### src/rtl/adder_arbiter_if.sv
// rtl/adder_arbiter_if.sv - request/response bundle for the shared adder arbiter
//
// Groups the requester-side and consumer-side handshakes of adder_arbiter.
//   req_valid  [NUM_REQ]        per-requester request valid
//   req_ready  [NUM_REQ]        per-requester accept, one-hot or zero
//   req_data1  [NUM_REQ*WIDTH]  first operands, requester i at [i*WIDTH +: WIDTH]
//   req_data2  [NUM_REQ*WIDTH]  second operands, same packing
//   rsp_valid                   response register holds a result
//   rsp_ready                   consumer accepts the response
//   rsp_result [WIDTH]          registered sum
//   rsp_id     [ID_W]           requester that produced rsp_result
//   rsp_overflow                signed overflow of rsp_result
// master: requesters + consumer side. slave: the arbiter.
interface adder_arbiter_if #(
  parameter int NUM_REQ = 3,
  parameter int WIDTH   = 32,
  parameter int ID_W    = 2
);
  logic [NUM_REQ-1:0]       req_valid;
  logic [NUM_REQ-1:0]       req_ready;
  logic [NUM_REQ*WIDTH-1:0] req_data1;
  logic [NUM_REQ*WIDTH-1:0] req_data2;
  logic                     rsp_valid;
  logic                     rsp_ready;
  logic [WIDTH-1:0]         rsp_result;
  logic [ID_W-1:0]          rsp_id;
  logic                     rsp_overflow;

  modport master (
    output req_valid, req_data1, req_data2, rsp_ready,
    input  req_ready, rsp_valid, rsp_result, rsp_id, rsp_overflow
  );

  modport slave (
    input  req_valid, req_data1, req_data2, rsp_ready,
    output req_ready, rsp_valid, rsp_result, rsp_id, rsp_overflow
  );
endinterface

### src/rtl/adder_arbiter.sv
// rtl/adder_arbiter.sv - round-robin arbiter sharing one adder between requesters
//
// Ports:
//   clock    rising-edge clock
//   reset_n  asynchronous active-low reset
//   bus      adder_arbiter_if.slave (request ports and response register)
// Optional feature macro: ADDER_ARB_OVERFLOW_EN
//   defined   - rsp_overflow registers the signed overflow of each sum
//   undefined - rsp_overflow is tied to 0
module adder_arbiter #(
  parameter int NUM_REQ = 3,
  parameter int WIDTH   = 32,
  parameter int ID_W    = 2
) (
  input  logic             clock,
  input  logic             reset_n,
  adder_arbiter_if.slave   bus
);

  typedef enum logic {EMPTY, FULL} state_t;

  state_t           state, state_next;
  logic [ID_W-1:0]  ptr;
  logic [ID_W-1:0]  grant_id;
  logic             grant_any;
  logic             can_accept;
  logic             transfer;
  logic [WIDTH-1:0] op_a, op_b, sum;
  logic [WIDTH-1:0] result_q;
  logic [ID_W-1:0]  id_q;
  int               idx;

  assign can_accept = (state == EMPTY) || bus.rsp_ready;

  // First valid requester at or after ptr, wrapping around.
  always_comb begin
    grant_any = 1'b0;
    grant_id  = '0;
    idx       = 0;
    for (int k = 0; k < NUM_REQ; k++) begin
      idx = int'(ptr) + k;
      if (idx >= NUM_REQ) idx = idx - NUM_REQ;
      if (!grant_any && bus.req_valid[idx]) begin
        grant_any = 1'b1;
        grant_id  = ID_W'(idx);
      end
    end
  end

  // reset_n gating keeps req_ready low throughout reset, even though the
  // EMPTY state alone would otherwise allow a grant.
  always_comb begin
    bus.req_ready = '0;
    if (reset_n && can_accept && grant_any)
      bus.req_ready = NUM_REQ'(1) << grant_id;
  end

  assign transfer = |(bus.req_valid & bus.req_ready);
  assign op_a     = bus.req_data1[int'(grant_id)*WIDTH +: WIDTH];
  assign op_b     = bus.req_data2[int'(grant_id)*WIDTH +: WIDTH];
  assign sum      = op_a + op_b;

  always_ff @(posedge clock or negedge reset_n) begin
    if (!reset_n) state <= EMPTY;
    else          state <= state_next;
  end

  always_comb begin
    state_next = state;
    case (state)
      EMPTY: if (transfer) state_next = FULL;
      FULL:  if (bus.rsp_ready && !transfer) state_next = EMPTY;
      default: state_next = EMPTY;
    endcase
  end

  always_ff @(posedge clock or negedge reset_n) begin
    if (!reset_n) begin
      result_q <= '0;
      id_q     <= '0;
      ptr      <= '0;
    end else if (transfer) begin
      result_q <= sum;
      id_q     <= grant_id;
      ptr      <= (grant_id == ID_W'(NUM_REQ-1)) ? '0 : grant_id + ID_W'(1);
    end
  end

`ifdef ADDER_ARB_OVERFLOW_EN
  logic ovf_q;

  // Overflow only when both operands share a sign the sum does not.
  always_ff @(posedge clock or negedge reset_n) begin
    if (!reset_n)
      ovf_q <= 1'b0;
    else if (transfer)
      ovf_q <= (op_a[WIDTH-1] == op_b[WIDTH-1]) && (sum[WIDTH-1] != op_a[WIDTH-1]);
  end

  assign bus.rsp_overflow = ovf_q;
`else
  assign bus.rsp_overflow = 1'b0;
`endif

  assign bus.rsp_valid  = (state == FULL);
  assign bus.rsp_result = result_q;
  assign bus.rsp_id     = id_q;

endmodule

### src/flat_wrapper.sv
// flat-port wrapper written by rule: the top's interface ports become plain ports
module adder_arbiter_flat 
#(
  parameter int NUM_REQ = 3,
  parameter int WIDTH   = 32,
  parameter int ID_W    = 2
)
  (clock, reset_n, bus_req_valid, bus_req_data1, bus_req_data2, bus_rsp_ready, bus_req_ready, bus_rsp_valid, bus_rsp_result, bus_rsp_id, bus_rsp_overflow);
  adder_arbiter_if #(.NUM_REQ(NUM_REQ), .WIDTH(WIDTH), .ID_W(ID_W)) bus_i ();
  input  logic clock;
  input  logic reset_n;
  input wire logic [$bits(bus_i.req_valid)-1:0] bus_req_valid;
  input wire logic [$bits(bus_i.req_data1)-1:0] bus_req_data1;
  input wire logic [$bits(bus_i.req_data2)-1:0] bus_req_data2;
  input wire logic [$bits(bus_i.rsp_ready)-1:0] bus_rsp_ready;
  output wire logic [$bits(bus_i.req_ready)-1:0] bus_req_ready;
  output wire logic [$bits(bus_i.rsp_valid)-1:0] bus_rsp_valid;
  output wire logic [$bits(bus_i.rsp_result)-1:0] bus_rsp_result;
  output wire logic [$bits(bus_i.rsp_id)-1:0] bus_rsp_id;
  output wire logic [$bits(bus_i.rsp_overflow)-1:0] bus_rsp_overflow;
  assign bus_i.req_valid = bus_req_valid;
  assign bus_i.req_data1 = bus_req_data1;
  assign bus_i.req_data2 = bus_req_data2;
  assign bus_i.rsp_ready = bus_rsp_ready;
  assign bus_req_ready = bus_i.req_ready;
  assign bus_rsp_valid = bus_i.rsp_valid;
  assign bus_rsp_result = bus_i.rsp_result;
  assign bus_rsp_id = bus_i.rsp_id;
  assign bus_rsp_overflow = bus_i.rsp_overflow;
  adder_arbiter #(.NUM_REQ(NUM_REQ), .WIDTH(WIDTH), .ID_W(ID_W)) u_core (.clock(clock), .reset_n(reset_n), .bus(bus_i));
endmodule
### config.mk
export PLATFORM = sky130hd
export DESIGN_NAME = adder_arbiter_flat
export DESIGN_NICKNAME = d
export VERILOG_FILES = /design/src/rtl/adder_arbiter_if.sv /design/src/rtl/adder_arbiter.sv /design/src/flat_wrapper.sv
export SDC_FILE = /design/constraint.sdc
export NUM_CORES = 1
export LEC_CHECK = 0
export ABC_AREA = 1
export CAP_MARGIN = 10
export CORE_ASPECT_RATIO = 1.4
export CORE_MARGIN = 2
export CORE_UTILIZATION = 37
export DETAILED_ROUTE_END_ITERATION = 16
export PLACE_DENSITY = 0.76
export SETUP_SLACK_MARGIN = 0.02
export SLEW_MARGIN = 20
export SYNTH_ARGS = -nofsm -noshare
export SYNTH_HDL_FRONTEND = slang
export SYNTH_SLANG_ARGS = --single-unit
export TNS_END_PERCENT = 100
### constraint.sdc
create_clock -name clock -period 3.55 [get_ports clock]
set_input_delay 0.8875 -clock clock [delete_from_list [all_inputs] [get_ports clock]]
set_output_delay 0.8875 -clock clock [all_outputs]
set_load 0.01 [all_outputs]
== Yosys cells after proc, flatten, opt, wreduce, memory -nomap -nowiden ==
Index checks and enable logic that the tools add are counted.

* Add/sub/neg operators: 7
* Order comparisons: 6
* Equal/unequal tests: 1
* Shift operators: 3
* Muxes and demuxes: 23
* Bitwise operators: 2
* Reduce and logical (&&, ||, !) cells: 10

{| class="wikitable"
|+ Operators with widths
! cell !! count
|-
| $shiftx A96 B8 Y32 || 2
|-
| $lt A32 B4 Y1 const B || 3
|-
| $mux W32 || 3
|-
| $ge A32 B3 Y1 const B || 2
|-
| $sub A32 B3 Y32 const B || 2
|-
| $add A32 B32 Y32 || 1
|-
| $mux W1 || 11
|-
| $mux W2 || 4
|-
| $bmux W1 S2 || 3
|-
| $logic_and A1 B1 Y1 || 5
|-
| $add A2 B1 Y3 const B || 1
|-
| $add A2 B2 Y3 const B || 1
|-
| $and A3 B3 Y3 || 1
|-
| $logic_not A1 Y1 || 3
|-
| $mux W3 || 1
|-
| $reduce_or A3 Y1 || 1
|-
| $shl A1 B2 Y3 const A || 1
|-
| $sub A2 B2 Y3 const B || 1
|-
| $add A2 B1 Y2 const B || 1
|-
| $eq A2 B2 Y1 const B || 1
|-
| $ge A2 B2 Y1 const B || 1
|-
| $pmux W1 S2 || 1
|-
| $logic_or A1 B1 Y1 || 1
|-
| $not A1 Y1 || 1
|}

* Register bits after elaboration: 37
* Word-level logic and storage cells: 56

== Depth between registers and ports, before layout ==
* Word-level depth: 20
* Mapped depth: 30
* Depth with buffers taken out: 28

== Least setup slack after synthesis ==
OpenSTA, ideal clock, no wires.

* Kind: in2reg
* From: in bus_req_valid[2]
* To: reg u_core.result_q[24], in the netlist u_core.bus.rsp_result[24]
* Data arrival time: 3751 ps
* Required time: 3433 ps
* Path slack: -318 ps
* Stages: 23
* Cells stage by stage: inv_2 o21ai_1 nand2_2 nand3_1 nor2_1 nor2_2 buf_4 clkbuf_1 o21ai_0 a21oi_1 ha_1 inv_1 fa_1 o21ai_0 nand2_1 nand2_1 nand4_1 nand2_1 a21oi_1 o211ai_1 nand2_1 nand2_1 nand2_1

* Longest elaborated chain between the ends: 14
* Elaborated cells on any way between the ends: 27

{| class="wikitable"
|+ Ends and longest elaborated chain
! what !! line !! text
|-
| from (decl) || flat_wrapper.sv:12 || <nowiki>input wire logic [$bits(bus_i.req_valid)-1:0] bus_req_valid;</nowiki>
|-
| parallel branches: the longest is 14 deep, another holds $add A32 B32 Y32 || n/a ||
|-
| to (signal assigned) || adder_arbiter.sv:83 || <nowiki>result_q <= sum;</nowiki>
|-
| to (decl) || adder_arbiter.sv:29 || <nowiki>logic [WIDTH-1:0] result_q;</nowiki>
|}

Several ways; the timed one is not identified. The select of a mux whose other input is x is not followed.
A chain may end at the register's enable or synchronous reset.

== Worst setup path after layout ==
* From: reg u_core.ptr[1]
* To: reg u_core.result_q[31], in the netlist u_core.bus.rsp_result[31]

* Longest elaborated chain between the ends: 16
* Elaborated cells on any way between the ends: 38

{| class="wikitable"
|+ Ends and longest elaborated chain
! what !! line !! text
|-
| from (decl) || adder_arbiter.sv:23 || <nowiki>logic [ID_W-1:0] ptr;</nowiki>
|-
| from (signal assigned) || adder_arbiter.sv:85 || <nowiki>ptr <= (grant_id == ID_W'(NUM_REQ-1)) ? '0 : grant_id + ID_W'(1);</nowiki>
|-
| parallel branches: the longest is 16 deep, another holds $sub A32 B3 Y32 || n/a ||
|}

Several ways; the timed one is not identified. The select of a mux whose other input is x is not followed.

==> results.txt <==
The run finished, with violations left. The checks that failed: setup timing. The number of nets still failing antenna checks after routing came out at 0. After legalization and detailed placement, the total HPWL measured 14.7 mm.

The flip-flop and latch count after synthesis came out at 37. The insertion delay of the later-clocked pin in the worst-skew pair came out at 0.30 ns. The layout-stage area growth over the synthesis result is 116%. The fraction of synthesis flops using an asynchronous set or reset pin is 100%. CTS placed an instance of sky130_fd_sc_hd__clkbuf_16 at the clock tree root. The number of placed I/O pins is about 240. The number of different library cells in the post-synthesis netlist is 34. For this design, the slowest cell found on the critical path is sky130_fd_sc_hd__dfrtp_2. The die is 136 µm tall. The maximum count of clock buffers along a single path came out at 2.

The global-route usage over all layers came out at 30.9%. The min-delay analysis places its worst path in the category register to register. The number of global-route vias before repair was 7306.

The minimum clock period after layout came out at 4.07 ns. The reg-to-reg critical path startpoint is u_core.ptr[1]. Clock tree synthesis found a total of 37 sinks. Once the floorplan was initialized, standard cells occupied between 30% and 40% of the core. The worst setup path is launched from a register. For this run, the number of Yosys warnings is 0. The port buffer count came out at 235. The average instance in the mapped netlist occupies 6.02 µm². The fraction of the cycle the final worst path needs is 115%. Setup violations remaining at the end of the flow were counted as 29. STA classifies the critical path endpoint as a register. Across all setup checks in the final design, the least slack found is -0.520 ns. Excluding fillers, the count of instances in the completed layout stands at 1310. The worst hold path startpoint is u_core.bus.rsp_result[30]. The number of buffers added by the clock tree synthesis step came out at 5.

The count of unresolved DRC violations after routing is 0. Based on the critical path, the design can be clocked at up to 0.246 GHz. The tightest slew margin relative to the limit came out at 31.2%.

The total negative setup slack is -8.47 ns. In this run the worst setup path begins at u_core.ptr[1]. The pre-CTS setup slack came out at -0.968 ns. Across the routed clock network, the largest skew measured is 0.00849 ns. The total nets after synthesis came out at 997. The setup path with the least slack is of type register to register. 0 antenna diodes ended up in the layout. The share of layout cells above drive strength 1 came out at 37.2%. The flip-flop cell with the highest count after synthesis is sky130_fd_sc_hd__dfrtp_1. The via-per-instance ratio is 5.94. The detailed-routing iteration count for the pre-antenna-repair pass is 8. Synthesis produced 763 cells. For this run the aggregate overflow at the end of global routing stands at 0.

The final count of pins violating max slew came to 0. The tool flagged a number of max-cap violations equal to 0. The number of rows in the core area came out at 48. Counting stages on the worst path, the most repeated cell is sky130_fd_sc_hd__a21oi_1. The number of endpoints with negative hold slack in the final report is 0. Including well taps, the total number of placed cells is 1252. The maximum cell stage delay along the critical path is 0.45 ns. Together, buffers and inverters on the worst path number 10. The horizontal die dimension is about 98 µm. Entering global routing, the biggest net connects 60 pins. TritonCTS built the clock tree. The routability congestion estimate from global placement came out at 0.898. Setup repair after global routing could not meet its margin everywhere.

After the last flow step, the layout net total stands at 1393. For the pin with the worst max-slew slack, the measured transition is between 1 and 1.5 ns. The clock slew seen by the registers of the worst setup and hold paths is 0.07 ns. The reg-to-reg setup timing slack is -0.52 ns. The total number of vias is a little under 8000. The number of antenna violations at the first check in global routing came to 0. After synthesis the cells add up to 4590 µm². The core region area is ~12000 µm². The endpoint arrival time on the critical path came out at 4.30 ns. The library cells used most frequently in the layout, excluding fill and tap cells, are 228 x sky130_fd_sc_hd__clkdlybuf4s50_1, 154 x sky130_fd_sc_hd__nand2_1, 154 x sky130_fd_sc_hd__buf_4.

The required arrival time at the worst endpoint is 3.78 ns. The final core utilization is around four fifths. The average detailed-routed wire length per instance came out at 21.0 µm.

The violation count after the first detailed-route iteration is 758. The cell family contributing the most delay on the critical path is buffers and inverters. The sequential area share after synthesis is around a fifth.

The leading cell type in the layout, fill and taps excluded is sky130_fd_sc_hd__clkdlybuf4s50_1. The H-tree depth reported by CTS is 2. The largest driver fanout on the critical path came out at 7. The synthesized design contains 0 enable-type register cells. The first-pass GRT wire length is 33.7 mm. The wire length after detailed routing came out at 27.5 mm. The floorplan die area is between 10000 and 15000 µm².
## what timing repair did
action,CTS,global route
resized for setup,166,190
gates cloned,3,1
pin swaps,68,84
hold buffers,0,0
buffers inserted,34,17
setup endpoints to repair,32,30
endpoints found under the hold margin,0,0
## worst min-delay path: stages (launching register included)
cell,delay [ns]
sky130_fd_sc_hd__dfrtp_1,0.35
sky130_fd_sc_hd__nand2_1,0.06
sky130_fd_sc_hd__nand2_1,0.05
## cell usage after synthesis, types with 2 or more instances
master | number | area share (%)
sky130_fd_sc_hd__inv_2 | 8 | 0.65
sky130_fd_sc_hd__buf_2 | 17 | 1.9
sky130_fd_sc_hd__o21ai_0 | 90 | 9.8
sky130_fd_sc_hd__inv_1 | 41 | 3.3
sky130_fd_sc_hd__nor3_1 | 7 | 0.76
sky130_fd_sc_hd__a21oi_1 | 101 | 11
sky130_fd_sc_hd__buf_4 | 3 | 0.49
sky130_fd_sc_hd__xor2_1 | 9 | 1.7
sky130_fd_sc_hd__clkbuf_1 | 12 | 0.98
sky130_fd_sc_hd__nor2_1 | 96 | 7.8
sky130_fd_sc_hd__o211ai_1 | 2 | 0.33
sky130_fd_sc_hd__o21ai_1 | 21 | 2.3
sky130_fd_sc_hd__dfrtp_1 | 37 | 20
sky130_fd_sc_hd__o21bai_1 | 4 | 0.65
sky130_fd_sc_hd__xnor2_1 | 16 | 3.1
sky130_fd_sc_hd__nand3_1 | 33 | 3.6
sky130_fd_sc_hd__ha_1 | 35 | 9.5
sky130_fd_sc_hd__nand2_2 | 3 | 0.41
sky130_fd_sc_hd__o21a_1 | 4 | 0.65
sky130_fd_sc_hd__nand3_2 | 2 | 0.44
sky130_fd_sc_hd__nand2_1 | 197 | 16
sky130_fd_sc_hd__buf_6 | 2 | 0.49
sky130_fd_sc_hd__nand3b_1 | 2 | 0.33
sky130_fd_sc_hd__nand4_1 | 7 | 0.95
sky130_fd_sc_hd__a21o_1 | 5 | 0.82
## layer usage
metal  track usage [%]  wire [µm]  up-vias
met3              4.06       2350      235
met4              18.6       2560        0
li1                  -          -     3356
met5                 0          0        -
met2              58.0      13500      616
met1              32.6       9040     3579
## area by class of cell
cell class | instances | area [µm²]
Clock inverter | 2 | 37.5
Timing Repair Buffer | 423 | 4020
Fill cell | 679 | 2330
Clock buffer | 6 | 139
Inverter | 49 | 204
Multi-Input combinational cell | 643 | 4400
Tap cell | 150 | 188
Sequential cell | 37 | 927
## through the flow
stage,instance area (µm²),hold WS [ns]
5_1_grt,9920,0.511
2_1_floorplan,4620,0.506
6_report,9920,0.487
3_5_place_dp,8120,0.469
3_3_place_gp,8120,0.464
4_1_cts,9160,0.486
## sequential cells by signal, indices dropped and copies added, names as in the netlist
| signal | flops |
|---|---|
| u_core.bus.rsp_valid | 1 |
| u_core.bus.rsp_id | 2 |
| u_core.bus.rsp_result | 32 |
| u_core.ptr | 2 |
## cells by family (layout without fill, tap and decap cells)
kind of cell / Yosys count / count (layout) / share of synthesized area, %
XOR/XNOR: 25 / 25 / 4.77
buffers and inverters: 83 / 480 / 7.82
AND/OR/NAND/NOR: 351 / 351 / 31.1
flip-flops: 37 / 37 / 20.2
adder cells (fa/ha/maj): 36 / 36 / 9.97
other: 1 / 1 / 0.0816
AO/OA/AOI/OAI: 230 / 230 / 26.1
## final timing paths
check	depth (start not counted)	to
worst max-delay path	27	u_core.bus.rsp_result[31]
worst min-delay path	2	u_core.bus.rsp_result[30]
worst max register to register	27	u_core.bus.rsp_result[31]
worst min register to register	2	u_core.bus.rsp_result[30]
max in group asynchronous	2	u_core.ptr[1]
min in group asynchronous	2	u_core.bus.rsp_result[18]
Power is not shown: default switching activity piles up to over one toggle a cycle in this logic, so the estimate is an artifact.
